File: src/rtl/eth_f_mbsync_pkg.sv
// Shared definitions for the multibit toggle-handshake transmitter:
// FSM state encoding, synchronizer depth default, drop-counter width.
package eth_f_mbsync_pkg;

  typedef enum logic {
    ST_IDLE     = 1'b0,
    ST_WAIT_ACK = 1'b1
  } mbsync_state_t;

  localparam int SYNC_DEPTH_DEFAULT = 3;
  localparam int DROP_CNT_W         = 8;

  // Increment that sticks at all-ones instead of wrapping.
  function automatic logic [DROP_CNT_W-1:0] sat_inc(input logic [DROP_CNT_W-1:0] v);
    return (v == '1) ? v : v + DROP_CNT_W'(1);
  endfunction

endpackage

File: src/rtl/eth_f_ack_bit_sync.sv
// Single-bit flop-chain synchronizer for the ack toggle coming back from
// the destination domain. DEPTH is legal from 2 to 4.
module eth_f_ack_bit_sync #(
  parameter int DEPTH = 3
) (
  input  logic clk,
  input  logic reset_n,
  input  logic d,
  output logic q
);

  logic [DEPTH-1:0] sync_q;

  // Shift the asynchronous input through DEPTH flops; all clear on reset.
  always_ff @(posedge clk or negedge reset_n) begin
    // NOTE: non-blocking assignments so every flop samples its neighbour's old value.
    if (!reset_n) sync_q <= '0;
    else          sync_q <= {sync_q[DEPTH-2:0], d};
  end

  assign q = sync_q[DEPTH-1];

endmodule

File: src/rtl/eth_f_multibit_sync_tx.sv
// Source side of a multibit clock-domain crossing using a toggle
// request/ack handshake. The word is registered and held stable while the
// request toggle is outstanding; the destination samples it once it sees the
// toggle and answers by toggling ack back.
//
// Optional feature: define ETH_F_MBSYNC_CHANGE_DETECT_EN to also launch
// automatically when din differs from the last launched word while idle.
module eth_f_multibit_sync_tx
  import eth_f_mbsync_pkg::*;
#(
  parameter int WIDTH      = 32,
  parameter int SYNC_DEPTH = SYNC_DEPTH_DEFAULT
) (
  input  logic                  clk,
  input  logic                  reset_n,
  input  logic                  send,
  input  logic [WIDTH-1:0]      din,
  output logic [WIDTH-1:0]      launch_data,
  output logic                  req_tgl,
  input  logic                  ack_tgl_async,
  output logic                  busy,
  output logic                  done,
  output logic [DROP_CNT_W-1:0] drop_cnt
);

  mbsync_state_t         state_q, state_next;
  logic [WIDTH-1:0]      launch_data_next;
  logic                  req_tgl_next;
  logic                  done_next;
  logic [DROP_CNT_W-1:0] drop_cnt_next;
  logic                  ack_s;
  logic                  launch_cond;

  // The only consumer of ack_tgl_async.
  eth_f_ack_bit_sync #(
    .DEPTH (SYNC_DEPTH)
  ) u_ack_sync (
    .clk     (clk),
    .reset_n (reset_n),
    .d       (ack_tgl_async),
    .q       (ack_s)
  );

`ifdef ETH_F_MBSYNC_CHANGE_DETECT_EN
  // A new value on din is itself a reason to launch.
  assign launch_cond = send | (din != launch_data);
`else
  assign launch_cond = send;
`endif

  // Next-state and datapath decode. req_tgl only flips on the IDLE->WAIT_ACK
  // edge, and IDLE is only re-entered once ack_s has caught up, so there is
  // never a second toggle while the previous one is outstanding.
  always_comb begin
    // NOTE: every output gets a default first so no path leaves it unassigned (no latches).
    state_next       = state_q;
    launch_data_next = launch_data;
    req_tgl_next     = req_tgl;
    done_next        = 1'b0;
    drop_cnt_next    = drop_cnt;
    case (state_q)
      ST_IDLE: begin
        if (launch_cond) begin
          launch_data_next = din;
          req_tgl_next     = ~req_tgl;
          state_next       = ST_WAIT_ACK;
        end
      end
      ST_WAIT_ACK: begin
        if (ack_s == req_tgl) begin
          state_next = ST_IDLE;
          done_next  = 1'b1;
        end
        // Only explicit send requests are counted; change events are ignored here.
        if (send) drop_cnt_next = sat_inc(drop_cnt);
      end
      default: state_next = ST_IDLE;
    endcase
  end

  // State and output registers; reset abandons any transfer in flight.
  always_ff @(posedge clk or negedge reset_n) begin
    if (!reset_n) begin
      state_q     <= ST_IDLE;
      launch_data <= '0;
      req_tgl     <= 1'b0;
      done        <= 1'b0;
      drop_cnt    <= '0;
    end else begin
      state_q     <= state_next;
      launch_data <= launch_data_next;
      req_tgl     <= req_tgl_next;
      done        <= done_next;
      drop_cnt    <= drop_cnt_next;
    end
  end

  assign busy = (state_q == ST_WAIT_ACK);

endmodule

File: config.mk
export PLATFORM = sky130hd
export DESIGN_NAME = eth_f_multibit_sync_tx
export DESIGN_NICKNAME = d
export VERILOG_FILES = /design/src/rtl/eth_f_mbsync_pkg.sv /design/src/rtl/eth_f_ack_bit_sync.sv /design/src/rtl/eth_f_multibit_sync_tx.sv
export SDC_FILE = /design/constraint.sdc
export NUM_CORES = 1
export LEC_CHECK = 0
export CAP_MARGIN = 20
export CORE_MARGIN = 4
export CORE_UTILIZATION = 44
export CTS_BUF_LIST = sky130_fd_sc_hd__clkbuf_8
export DETAILED_ROUTE_END_ITERATION = 10
export GPL_TIMING_DRIVEN = 0
export PLACE_DENSITY = 0.83
export SYNTH_ARGS = -nofsm -noshare
export SYNTH_HDL_FRONTEND = slang
export SYNTH_HIERARCHICAL = 1
export SYNTH_SLANG_ARGS = --single-unit
File: constraint.sdc
create_clock -name clk -period 1.5 [get_ports clk]
set_input_delay 0.3 -clock clk [delete_from_list [all_inputs] [get_ports clk]]
set_output_delay 0.3 -clock clk [all_outputs]
set_load 0.01 [all_outputs]
==> impl_metrics.xml <==
<?xml version="1.0" encoding="UTF-8"?>
<metrics>
  <group name="status">
    <metric name="status" unit="">complete, no violations</metric>
  </group>
  <group name="worst_hold_path">
    <metric name="hold_path.startpoint" unit="">u_ack_sync/sync_q[0]$_DFF_PN0_</metric>
    <metric name="worst_hold_path_type" unit="">reg2reg</metric>
    <metric name="holdPathStages" unit="">0</metric>
    <metric name="min_to" unit="">u_ack_sync/sync_q[1]$_DFF_PN0_</metric>
  </group>
  <group name="drt">
    <metric name="detail-route-antenna-nets" unit="">0</metric>
    <metric name="drt_first_pass_iters" unit="">4</metric>
    <metric name="vias" unit="">1313</metric>
    <metric name="detail_route.vias_per_cell" unit="">4.97</metric>
    <metric name="drt_wl_total" unit="mm">4.25</metric>
    <metric name="wire_length_per_cell" unit="microns">16.1</metric>
    <metric name="drc_markers" unit="">0</metric>
    <metric name="dr.first_iter.drc_count" unit="">65</metric>
  </group>
  <group name="layout">
    <metric name="fraction_of_layout_instances_using_a_drive_strength_above_1" unit="%">31.3</metric>
    <metric name="layout.filler_cells" unit="">266</metric>
    <metric name="num-nets-final" unit="">251</metric>
    <metric name="final_cells" unit="">264</metric>
    <metric name="area.sequential" unit="sq um">1160</metric>
    <metric name="area_of_combinational_cells_with_multiple_inputs" unit="sq um">749</metric>
    <metric name="antennaDiodeCount" unit="">0</metric>
    <metric name="area_growth_syn_to_fin" unit="%">53.6</metric>
  </group>
  <group name="logic_synthesis">
    <metric name="synth_cell_types" unit="">25</metric>
    <metric name="synth.ff_latch_count" unit="">46</metric>
    <metric name="netlist.top_cell.by_area" unit="">sky130_fd_sc_hd__dfrtp_1</metric>
    <metric name="syn-cell-area" unit="sq um">1950</metric>
    <metric name="yosysSeqAreaShare" unit="%">59.0</metric>
    <metric name="yosysWarningCount" unit="">6</metric>
    <metric name="synth_fp_nets" unit="">154</metric>
    <metric name="synth.top_cell.area_share" unit="%">59.0</metric>
    <metric name="postSynthAreaPerCell" unit="sq um">16.7</metric>
    <metric name="syn-instance-count" unit="">117</metric>
    <metric name="synth.area.top_cells" unit="">sky130_fd_sc_hd__dfrtp_1 59%, sky130_fd_sc_hd__mux2_4 22%, sky130_fd_sc_hd__mux2_2 3.5%</metric>
  </group>
  <group name="worst_setup_path">
    <metric name="cell_with_the_largest_stage_delay_on_the_worst_path" unit="">sky130_fd_sc_hd__dfrtp_1</metric>
    <metric name="timing.critical_path.from_type" unit="">flop</metric>
    <metric name="path_class" unit="">reg2reg</metric>
    <metric name="arrival" unit="ns">1.62</metric>
    <metric name="reg2reg_slack" unit="ns">0.06</metric>
    <metric name="critPathBufInv" unit="">2</metric>
    <metric name="worstPathCellList" unit="">buf_4 -&gt; buf_4 -&gt; nand4_1 -&gt; nor3_1 -&gt; mux2_2</metric>
    <metric name="cp_top_family" unit="">flip-flops</metric>
    <metric name="critical_path.most_common_cell" unit="">sky130_fd_sc_hd__buf_4</metric>
    <metric name="regToRegStartpoint" unit="">drop_cnt[1]$_DFFE_PN0P_</metric>
    <metric name="critPathMaxFanout" unit="">3</metric>
    <metric name="worst_r2r_endpoint" unit="">drop_cnt[7]$_DFFE_PN0P_</metric>
    <metric name="crit_cells" unit="">5</metric>
    <metric name="timing.critical_path.to_type" unit="">flop</metric>
    <metric name="worstPathRequired" unit="ns">1.68</metric>
    <metric name="cpPeakStageDelay" unit="ns">0.39</metric>
    <metric name="timing.reg2reg.worst_path_depth" unit="">5</metric>
  </group>
  <group name="clocking">
    <metric name="clkSlewWorstSetupHoldPaths" unit="ns">0.08</metric>
    <metric name="total_clock_buffers_created_by_cts" unit="">5</metric>
    <metric name="clock_latency" unit="ns">0.29</metric>
    <metric name="cts.root.buffer_cell" unit="">sky130_fd_sc_hd__clkbuf_8</metric>
    <metric name="cts.sinks" unit="">46</metric>
    <metric name="tritoncts_clock_tree" unit="">built</metric>
    <metric name="cts-htree-levels" unit="">2</metric>
    <metric name="clockBufferDepth" unit="">2</metric>
  </group>
  <group name="timing">
    <metric name="slew_viol_final" unit="">0</metric>
    <metric name="worstMarginPinSlew" unit="ns">0.378</metric>
    <metric name="timing.final.crit_share" unit="%">96.1</metric>
    <metric name="setup-violations-final" unit="">0</metric>
    <metric name="post-route-worst-setup-slack" unit="ns">0.0578</metric>
    <metric name="timing.final.crit_period" unit="ns">1.44</metric>
    <metric name="setup_repair_after_global_routing_missed_its_margin" unit="">yes</metric>
    <metric name="slew-limit-headroom" unit="%">74.8</metric>
    <metric name="achievable-frequency" unit="MHz">693</metric>
    <metric name="number_of_failing_hold_endpoints_at_the_final_stage" unit="">0</metric>
    <metric name="final_worst_clock_skew" unit="ns">0.00404</metric>
  </group>
  <group name="global_routing">
    <metric name="pin_count_of_the_biggest_net_entering_global_routing" unit="">33</metric>
    <metric name="grt_pass1_vias" unit="">1490</metric>
    <metric name="antenna_found_initial" unit="">0</metric>
    <metric name="gr-total-overflow" unit="">0</metric>
    <metric name="grt_usage" unit="%">17.0</metric>
    <metric name="global_route_wire_length_before_repair" unit="mm">7.04</metric>
  </group>
  <group name="floorplan">
    <metric name="die_area" unit="sq um">5560</metric>
    <metric name="floorplan.rows" unit="">23</metric>
    <metric name="die_h" unit="microns">74.6</metric>
    <metric name="top_level_pins" unit="">79</metric>
    <metric name="initial_core_util" unit="%">47.1</metric>
    <metric name="die_w" unit="microns">74.6</metric>
    <metric name="floorplan.core_area" unit="sq um">4140</metric>
  </group>
  <group name="job">
    <metric name="max_cap_viol_count" unit="">0</metric>
  </group>
  <group name="placement">
    <metric name="placed_cells" unit="">246</metric>
    <metric name="preCtsSetupSlack" unit="ns">-0.354</metric>
    <metric name="port_buffers" unit="">78</metric>
    <metric name="detailed_place_hpwl" unit="mm">3.07</metric>
    <metric name="place_congestion" unit="">0.830</metric>
  </group>
  <group name="power">
    <metric name="pwr_density_cell" unit="nW/um^2">1870</metric>
    <metric name="leakage_power_figure" unit="nW">1.50</metric>
    <metric name="peakVddDrop" unit="uV">1040</metric>
  </group>
</metrics>
## cell usage after synthesis
cell	instances
sky130_fd_sc_hd__nor2_1	4
sky130_fd_sc_hd__ha_1	1
sky130_fd_sc_hd__o211ai_1	1
sky130_fd_sc_hd__nand2_1	3
sky130_fd_sc_hd__mux2_2	6
sky130_fd_sc_hd__nand4_1	2
sky130_fd_sc_hd__and3_2	1
sky130_fd_sc_hd__buf_12	3
sky130_fd_sc_hd__xnor2_1	4
sky130_fd_sc_hd__nand4_2	1
sky130_fd_sc_hd__o21a_1	1
sky130_fd_sc_hd__o211ai_2	1
sky130_fd_sc_hd__mux2_4	29
sky130_fd_sc_hd__xor2_1	1
sky130_fd_sc_hd__nand4b_1	1
sky130_fd_sc_hd__and2_2	1
sky130_fd_sc_hd__and4_2	1
sky130_fd_sc_hd__mux2_1	1
sky130_fd_sc_hd__nor2b_2	1
sky130_fd_sc_hd__o21ai_0	1
sky130_fd_sc_hd__nand3_1	4
sky130_fd_sc_hd__buf_6	1
sky130_fd_sc_hd__nor3_1	1
sky130_fd_sc_hd__dfrtp_1	46
sky130_fd_sc_hd__nand2b_1	1
## worst max path at each step
| stage | start | end |
|---|---|---|
| final | drop_cnt[1]$_DFFE_PN0P_ | drop_cnt[7]$_DFFE_PN0P_ |
| after global routing | done$_DFF_PN0_ | done |
| after CTS | busy$_DFF_PN0_ | busy |
| after detailed placement | send | launch_data[20]$_DFFE_PN0P_ |
| after global placement | reset_n | launch_data[18]$_DFFE_PN0P_ |
| after floorplan | drop_cnt[0]$_DFFE_PN0P_ | drop_cnt[1]$_DFFE_PN0P_ |
## power breakdown
| part | switching (mW) | total [mW] | internal [mW] |
|---|---|---|---|
| clock | 0.364 | 0.671 | 0.307 |
| sequential | 0.342 | 2.16 | 1.82 |
| combinational | 1.07 | 2.78 | 1.71 |
## registers in the layout, indices dropped and copies added, names as in the netlist
register,count
busy,1
done,1
drop_cnt,8
launch_data,32
req_tgl,1
u_ack_sync/sync_q,3
## cells by family (layout without fill, tap and decap cells)
logic type,count (synthesis),in the layout,share of synthesized area [%]
XOR/XNOR,5,5,2.24
AO/OA/AOI/OAI,4,4,1.67
adder cells (fa/ha/maj),1,1,0.641
flip-flops,46,46,59.0
AND/OR/NAND/NOR,21,21,6.41
multiplexers,36,36,26.4
buffers and inverters,4,101,3.66
## placed cells by master, fill, tap and decap left out, types with 2 or more instances in the layout
master,count
sky130_fd_sc_hd__buf_12,4
sky130_fd_sc_hd__buf_4,10
sky130_fd_sc_hd__clkbuf_8,5
sky130_fd_sc_hd__clkdlybuf4s50_1,34
sky130_fd_sc_hd__dfrtp_1,42
sky130_fd_sc_hd__dfrtp_2,4
sky130_fd_sc_hd__dlygate4sd2_1,29
sky130_fd_sc_hd__dlymetal6s2s_1,14
sky130_fd_sc_hd__inv_1,2
sky130_fd_sc_hd__mux2_2,6
sky130_fd_sc_hd__mux2_4,29
sky130_fd_sc_hd__nand2_1,3
sky130_fd_sc_hd__nand3_1,4
sky130_fd_sc_hd__nand4_1,2
sky130_fd_sc_hd__nor2_1,4
sky130_fd_sc_hd__xnor2_1,4
## routing by layer
metal / vias to the layer above / routed length [microns] / GRT usage (%)
met1: 619 / 1750 / 21.0
met4: 0 / 114 / 6.92
met2: 73 / 1920 / 26.5
met3: 14 / 466 / 7.16
li1: 607 / - / -
met5: - / 0 / 0
## cell type report
class / count / share of cell area (%)
plain buffers: 4 / 2.38
clock buffers: 5 / 2.30
clock inverters: 2 / 0.251
multi-input cells: 67 / 25.0
flip-flops and latches: 46 / 38.6
well taps: 50 / 2.09
repair buffers: 90 / 29.4
## repair_timing
item | CTS | global route
gates resized for setup | 34 | 16
hold buffers | 1 | 0
pin swaps | 1 | 1
setup buffers | 9 | 1
setup endpoints to repair | 65 | 16
endpoints found under the hold margin | 14 | 0
## through the flow
stage	hold slack, ns	TNS (ns)	cell area (sq um)	utilization, %	total power [mW]
finish	0.348	0	3000	72.3	5.62
global route	0.367	0	3000	72.3	5.98
CTS	0.352	0	2930	70.8	5.68
detailed placement	0.234	-11.58	2810	67.8	5.10
global placement	0.333	-56.85	2790	67.4	4.98
floorplan	0.00441	0	1950	-	3.60
No activity file was read; power rests on OpenSTA's default activity.
